File: src/rtl/sobel_stream_if.sv
// Pixel stream bundle for sobel_stream_filter.
//   in_pixel/in_valid/in_ready     : raster-order input stream (valid/ready)
//   out_pixel/out_valid/out_ready  : raster-order output stream (valid/ready)
//   out_last                       : marks the final output pixel of a frame
// master = stream source/sink side (testbench, upstream/downstream),
// slave  = the filter itself.
interface sobel_stream_if #(
  parameter int PIX_W = 8
);
  logic [PIX_W-1:0] in_pixel;
  logic             in_valid;
  logic             in_ready;
  logic [PIX_W-1:0] out_pixel;
  logic             out_valid;
  logic             out_ready;
  logic             out_last;

  modport master (
    output in_pixel, in_valid, out_ready,
    input  in_ready, out_pixel, out_valid, out_last
  );

  modport slave (
    input  in_pixel, in_valid, out_ready,
    output in_ready, out_pixel, out_valid, out_last
  );
endinterface

File: src/rtl/sobel_stream_filter.sv
// Streaming 3x3 Sobel edge filter over one IMG_W x IMG_H frame.
// Ports:
//   clk, rst    : clock (rising edge), asynchronous active-high reset
//   start       : frame start request, honoured only while idle
//   mode        : output select, latched on an accepted start
//                 0 |Gx|+|Gy|, 1 |Gx|, 2 |Gy|, 3 inverted threshold
//   busy        : high whenever a frame is in progress
//   frame_done  : one-cycle pulse after the last output has been taken
//   s           : input/output pixel streams (sobel_stream_if.slave)
// Every step pushes one pixel into the window (real input while running,
// zeros while flushing). The window centre lags the step count by one line
// plus one pixel, so IMG_W+1 flush steps drain the final outputs.
module sobel_stream_filter #(
  parameter int PIX_W  = 8,
  parameter int IMG_W  = 128,
  parameter int IMG_H  = 128,
  parameter int THRESH = 150
) (
  input  logic         clk,
  input  logic         rst,
  input  logic         start,
  input  logic [1:0]   mode,
  output logic         busy,
  output logic         frame_done,
  sobel_stream_if.slave s
);

  localparam int CW = $clog2(IMG_W);
  localparam int RW = $clog2(IMG_H + 2);
  // Signed gradient width; |Gx|+|Gy| <= 8*(2^PIX_W-1) also fits unsigned.
  localparam int GW = PIX_W + 3;

  typedef enum logic [1:0] {S_IDLE, S_RUN, S_FLUSH, S_DONE} state_t;

  state_t                          state_q, state_d;
  logic [CW-1:0]                   col_q, col_d;
  logic [RW-1:0]                   row_q, row_d;
  logic [1:0]                      mode_q, mode_d;
  // win[r][c]: r=0 top row, c=0 left column
  logic [2:0][2:0][PIX_W-1:0]      win_q, win_d;
  logic [PIX_W-1:0]                out_pixel_q, out_pixel_d;
  logic                            out_valid_q, out_valid_d;
  logic                            out_last_q, out_last_d;

  // lb1 holds the previous line, lb2 the line before that
  logic [PIX_W-1:0] lb1_mem [IMG_W];
  logic [PIX_W-1:0] lb2_mem [IMG_W];

  logic                       out_free, step, flush_end, emit, is_last;
  logic [PIX_W-1:0]           pix_in, lb1_rd, lb2_rd, result;
  logic [2:0][2:0][PIX_W-1:0] win_n, tap;
  logic [CW-1:0]              cc;
  logic [RW-1:0]              cr;
  logic signed [GW-1:0]       gx, gy;
  logic [GW-1:0]              ax, ay, sum;

  function automatic logic signed [GW-1:0] ext(input logic [PIX_W-1:0] v);
    return signed'({3'b000, v});
  endfunction

  function automatic logic [PIX_W-1:0] sat(input logic [GW-1:0] v);
    return (v[GW-1:PIX_W] != '0) ? '1 : v[PIX_W-1:0];
  endfunction

  assign lb1_rd     = lb1_mem[col_q];
  assign lb2_rd     = lb2_mem[col_q];
  assign busy       = (state_q != S_IDLE);
  assign frame_done = (state_q == S_DONE);
  assign s.in_ready  = (state_q == S_RUN) && out_free;
  assign s.out_pixel = out_pixel_q;
  assign s.out_valid = out_valid_q;
  assign s.out_last  = out_last_q;

  always_comb begin
    state_d     = state_q;
    col_d       = col_q;
    row_d       = row_q;
    mode_d      = mode_q;
    win_d       = win_q;
    out_pixel_d = out_pixel_q;
    out_valid_d = out_valid_q;
    out_last_d  = out_last_q;

    out_free  = !out_valid_q || s.out_ready;
    // counters sit at (IMG_H+1, 1) once the final flush step has been taken
    flush_end = (row_q == RW'(IMG_H + 1)) && (col_q == CW'(1));
    step      = ((state_q == S_RUN) && s.in_valid && out_free) ||
                ((state_q == S_FLUSH) && !flush_end && out_free);
    pix_in    = (state_q == S_RUN) ? s.in_pixel : '0;

    // window contents after this step's shift
    for (int r = 0; r < 3; r++) begin
      win_n[r][0] = win_q[r][1];
      win_n[r][1] = win_q[r][2];
    end
    win_n[0][2] = lb2_rd;
    win_n[1][2] = lb1_rd;
    win_n[2][2] = pix_in;

    // centre coordinates of the shifted window; column 0 wraps to previous line
    if (col_q != '0) begin
      cc = col_q - CW'(1);
      cr = row_q - RW'(1);
    end else begin
      cc = CW'(IMG_W - 1);
      cr = row_q - RW'(2);
    end
    emit    = (row_q >= RW'(2)) || ((row_q == RW'(1)) && (col_q != '0));
    is_last = (cr == RW'(IMG_H - 1)) && (cc == CW'(IMG_W - 1));

    // taps off the image edge read as zero (also hides stale line buffers)
    for (int r = 0; r < 3; r++) begin
      for (int c = 0; c < 3; c++) begin
        tap[r][c] = win_n[r][c];
        if ((r == 0 && cr == '0) || (r == 2 && cr == RW'(IMG_H - 1)) ||
            (c == 0 && cc == '0) || (c == 2 && cc == CW'(IMG_W - 1)))
          tap[r][c] = '0;
      end
    end

    gx = (ext(tap[0][2]) + (ext(tap[1][2]) <<< 1) + ext(tap[2][2])) -
         (ext(tap[0][0]) + (ext(tap[1][0]) <<< 1) + ext(tap[2][0]));
    gy = (ext(tap[0][0]) + (ext(tap[0][1]) <<< 1) + ext(tap[0][2])) -
         (ext(tap[2][0]) + (ext(tap[2][1]) <<< 1) + ext(tap[2][2]));
    ax  = gx[GW-1] ? GW'(-gx) : GW'(gx);
    ay  = gy[GW-1] ? GW'(-gy) : GW'(gy);
    sum = ax + ay;

    unique case (mode_q)
      2'd0:    result = sat(sum);
      2'd1:    result = sat(ax);
      2'd2:    result = sat(ay);
      default: result = (sum >= GW'(THRESH)) ? '0 : '1;
    endcase

    if (out_valid_q && s.out_ready) begin
      out_valid_d = 1'b0;
      out_last_d  = 1'b0;
    end

    if (step) begin
      win_d = win_n;
      if (col_q == CW'(IMG_W - 1)) begin
        col_d = '0;
        row_d = row_q + RW'(1);
      end else begin
        col_d = col_q + CW'(1);
      end
      if (emit) begin
        out_pixel_d = result;
        out_valid_d = 1'b1;
        out_last_d  = is_last;
      end
    end

    unique case (state_q)
      S_IDLE: if (start) begin
        state_d = S_RUN;
        col_d   = '0;
        row_d   = '0;
        mode_d  = mode;
      end
      S_RUN: if (step && col_q == CW'(IMG_W - 1) && row_q == RW'(IMG_H - 1))
        state_d = S_FLUSH;
      // leave only once the last pixel has actually been handed off
      S_FLUSH: if (out_valid_q && s.out_ready && out_last_q)
        state_d = S_DONE;
      default: state_d = S_IDLE;
    endcase
  end

  always_ff @(posedge clk or posedge rst) begin
    if (rst) begin
      state_q     <= S_IDLE;
      col_q       <= '0;
      row_q       <= '0;
      mode_q      <= '0;
      win_q       <= '0;
      out_pixel_q <= '0;
      out_valid_q <= 1'b0;
      out_last_q  <= 1'b0;
    end else begin
      state_q     <= state_d;
      col_q       <= col_d;
      row_q       <= row_d;
      mode_q      <= mode_d;
      win_q       <= win_d;
      out_pixel_q <= out_pixel_d;
      out_valid_q <= out_valid_d;
      out_last_q  <= out_last_d;
    end
  end

  // line buffers: one read (combinational) and one write per step each
  always_ff @(posedge clk) begin
    if (step) begin
      lb1_mem[col_q] <= pix_in;
      lb2_mem[col_q] <= lb1_rd;
    end
  end

endmodule

File: src/flat_wrapper.sv
// flat-port wrapper written by rule: the top's interface ports become plain ports
module sobel_stream_filter_flat 
#(
  parameter int PIX_W  = 8,
  parameter int IMG_W  = 128,
  parameter int IMG_H  = 128,
  parameter int THRESH = 150
)
  (clk, rst, start, mode, busy, frame_done, s_in_pixel, s_in_valid, s_out_ready, s_in_ready, s_out_pixel, s_out_valid, s_out_last);
  sobel_stream_if #(.PIX_W(PIX_W)) s_i ();
  input  logic clk;
  input  logic rst;
  input  logic start;
  input  logic [1:0] mode;
  output logic busy;
  output logic frame_done;
  input wire logic [$bits(s_i.in_pixel)-1:0] s_in_pixel;
  input wire logic [$bits(s_i.in_valid)-1:0] s_in_valid;
  input wire logic [$bits(s_i.out_ready)-1:0] s_out_ready;
  output wire logic [$bits(s_i.in_ready)-1:0] s_in_ready;
  output wire logic [$bits(s_i.out_pixel)-1:0] s_out_pixel;
  output wire logic [$bits(s_i.out_valid)-1:0] s_out_valid;
  output wire logic [$bits(s_i.out_last)-1:0] s_out_last;
  assign s_i.in_pixel = s_in_pixel;
  assign s_i.in_valid = s_in_valid;
  assign s_i.out_ready = s_out_ready;
  assign s_in_ready = s_i.in_ready;
  assign s_out_pixel = s_i.out_pixel;
  assign s_out_valid = s_i.out_valid;
  assign s_out_last = s_i.out_last;
  sobel_stream_filter #(.PIX_W(PIX_W), .IMG_W(IMG_W), .IMG_H(IMG_H), .THRESH(THRESH)) u_core (.clk(clk), .rst(rst), .start(start), .mode(mode), .busy(busy), .frame_done(frame_done), .s(s_i));
endmodule
File: config.mk
export PLATFORM = sky130hd
export DESIGN_NAME = sobel_stream_filter_flat
export DESIGN_NICKNAME = d
export VERILOG_FILES = /design/src/rtl/sobel_stream_if.sv /design/src/rtl/sobel_stream_filter.sv /design/src/flat_wrapper.sv
export SDC_FILE = /design/constraint.sdc
export NUM_CORES = 2
export LEC_CHECK = 0
export ABC_AREA = 1
export CAP_MARGIN = 5
export CORE_MARGIN = 2
export CORE_UTILIZATION = 54
export DETAILED_ROUTE_END_ITERATION = 8
export GPL_ROUTABILITY_DRIVEN = 1
export PLACE_DENSITY = 0.7
export SLEW_MARGIN = 0
export SYNTH_ARGS = -nofsm -noshare
export SYNTH_HDL_FRONTEND = slang
export SYNTH_SLANG_ARGS = --single-unit
export TNS_END_PERCENT = 100
File: constraint.sdc
create_clock -name clk -period 23.8 [get_ports clk]
set_input_delay 3.57 -clock clk [delete_from_list [all_inputs] [get_ports clk]]
set_output_delay 3.57 -clock clk [all_outputs]
set_load 0.05 [all_outputs]
==> key figures <==
Status
  • Status: completed

Drt
  • Number of routed nets with antenna violations: 0
  • Via Count: 52,600
  • Avg Vias per Cell: 6.36
  • First-pass detailed-route iteration total: 9
  • Post-Route WL: 240,000 um
  • DRT iter0 DRCs: 8,415
  • DR WL/cell: 29.0 um
  • DRC violations left: 0

Die
  • Die Footprint: 160,000 um2
  • Die width: 399 um
  • Core Area: 156,000 um2
  • Ports: 28
  • Rows: 145
  • Initial Util: 0.542
  • Die Ht: 399 um

STA
  • Final worst slack: 11.51 ns
  • Final Hold Viols: 0
  • Measured slew at the worst slew-check pin: 1.34 ns
  • Endpoints failing setup: 0
  • Final Max Slew Viols: 0
  • Headroom to the max-slew limit: 0.109
  • Period utilization: 0.516
  • Setup_tns: 0 ns
  • Crit path time final: 12.29 ns
  • Setup Skew: 0.0509 ns
  • RSZ-0062 raised after global routing: false
  • Upper clock frequency limit: 0.0814 GHz

Yosys
  • Async S/R FF share, synth: 0.0362
  • Main combinational cell family by area after synthesis: simple AND/OR/NAND/NOR gates
  • Compound-cell area share of the yosys netlist: 0.0897
  • Synth Flop Type: edfxtp_1
  • Post-synth EDFFs: 2,048
  • Synth Warn #: 0
  • Synth Area in Adders: 0.0207
  • Distinct cells, synth: 58
  • Synth Area in Simple Gates: 0.101
  • XOR/XNOR Fraction of Synth Area: 0.00557
  • Post-synthesis mux area share: 0
  • Yosys reg bits: 2,125
  • Syn_area_per_cell: 14.4 um2
  • Synth Instances: 5,874
  • Netlist Area Pre-Place: 84,400 um2
  • Synth Net Count: 6,008
  • Register area share after synthesis: 0.751

Clock tree
  • Clk_lat worst skew: 0.87 ns
  • TritonCTS Sinks: 2,125
  • CTS tree: yes
  • Root Buffer: clkbuf_16
  • CTS Hold Buffers Added: 0
  • Post-CTS setup buffers: 0
  • H-tree levels: 4
  • Post-CTS Resized: 0
  • CTS buffer count: 201
  • Register clock-pin slew on the reported worst setup and hold paths: 0.07 ns
  • CTS max path bufs: 3

Finish
  • Final Non-Filler Cells: 8,270
  • Layout area overhead: 11.3%
  • Cell area after layout: 94,000 um2
  • Final #Nets: 6,177
  • Diodes inserted: 0
  • Layout cell share with drive strength beyond 1: 0.0930
  • Most frequent cells in the layout: 2,048 x edfxtp_1, 1,275 x nand2_1, 301 x inv_1
  • Most frequent standard cell in the layout excluding fill and tap cells: edfxtp_1

Worst setup path
  • Slowest stage delay, CP: 0.76 ns
  • WP data arrival: 13.06 ns
  • WS Path Type: flop to flop
  • Req. time, crit path: 24.57 ns
  • Maximum fanout along the worst path: 74
  • Crit start category: flop
  • Slowest cell on the critical path: buf_4
  • Critical Path Most Common Cell: inv_1
  • Setup crit end kind: flop

Place
  • HPWL after DPL: 140,000 um
  • Placed insts: 7,898
  • Dpl cell area: 87,600 um2
  • Pre-CTS setup slack: 11.73 ns
  • Routability cong.: 0.929
  • Port Buf Inserts: 27

Global route
  • GRT Util Overall: 0.300
  • Vias in the first global route: 49,600
  • Initial antenna violation count: 4
  • First-pass GRT wire length: 346,000 um
  • Grt total ovfl: 0
  • Largest net degree at the start of global routing: 131

Flow run
  • Max cap viols: 0

Hold path
  • Hold Path Class: flop to flop
-- worst paths after layout --
kind | startpoint | to | slack [ns] | cells after the start
max in group asynchronous | rst | u_core.win_n[50] | 19.62 | 3
worst min-delay path | u_core.tap[39] | u_core.tap[39] | 0.48 | 2
worst min register to register | u_core.tap[39] | u_core.tap[39] | 0.48 | 2
worst max register to register | u_core.col_q[2] | u_core.s.out_pixel[0] | 11.51 | 54
worst max-delay path | u_core.col_q[2] | u_core.s.out_pixel[0] | 11.51 | 54
min in group asynchronous | rst | u_core.mode_q[0] | 2.98 | 2
-- final cells by class --
type	instances	area, um2
well taps	2058	2570
fillers	11500	61700
flip-flops and latches	2125	63400
multi-input cells	3134	18300
clock buffers	251	5220
clock inverters	121	1130
repair buffers	234	1900
inverters	347	1390
-- cell usage after synthesis, types with 35 or more instances --
library cell  count  area, um2
a22o_1          177       1550
inv_1           312       1170
a221oi_1        240       2100
edfxtp_1       2048      61500
nand3_1          96        480
clkbuf_1         77        289
a21oi_1         110        551
nand2_1        1277       4790
dfrtp_1          77       1930
nand4_1         251       1570
xor2_1           38        333
fa_1             35        701
buf_2           124        621
ha_1             84       1050
a22oi_1         274       2060
nor2_1          252        946
o21ai_0          97        485
-- kinds of logic after synthesis --
kind of cell / Yosys count
AO/OA/AOI/OAI: 996
XOR/XNOR: 52
adder cells (fa/ha/maj): 119
buffers and inverters: 615
flip-flops: 2125
AND/OR/NAND/NOR: 1967
-- flip-flops by register name, indices dropped and copies added (netlist names), 2 cells and up --
name,count
u_core.win_n,40
u_core.mode_q,2
u_core.lb1_mem,1024
u_core.s.out_pixel,8
u_core.state_q,2
u_core.tap,8
u_core.col_q,7
u_core.row_q,8
u_core.lb2_mem,1024
-- critical path: cells and delay by family (launching register included) --
family	cells	cell delay (ns)
AND/OR/NAND/NOR	24	3.46
XOR/XNOR	2	0.38
adder cells (fa/ha/maj)	6	2.32
flip-flops	1	0.52
AO/OA/AOI/OAI	9	1.63
buffers and inverters	13	3.67
-- layer usage --
| metal | track usage | wire length (um) |
|---|---|---|
| met5 | 0 | 0 |
| met2 | 0.456 | 109000 |
| met1 | 0.418 | 90200 |
| met4 | 0.145 | 13000 |
| met3 | 0.0608 | 27700 |
-- per-stage QoR --
step           hold slack, ns  utilization
3_3_place_gp            0.454        0.563
3_5_place_dp            0.467        0.563
4_1_cts                 0.484        0.604
5_1_grt                 0.502        0.604
6_report                0.481        0.604
2_1_floorplan           0.443            -
Power is not shown: default switching activity piles up to over one toggle a cycle in this logic, so the estimate is an artifact.
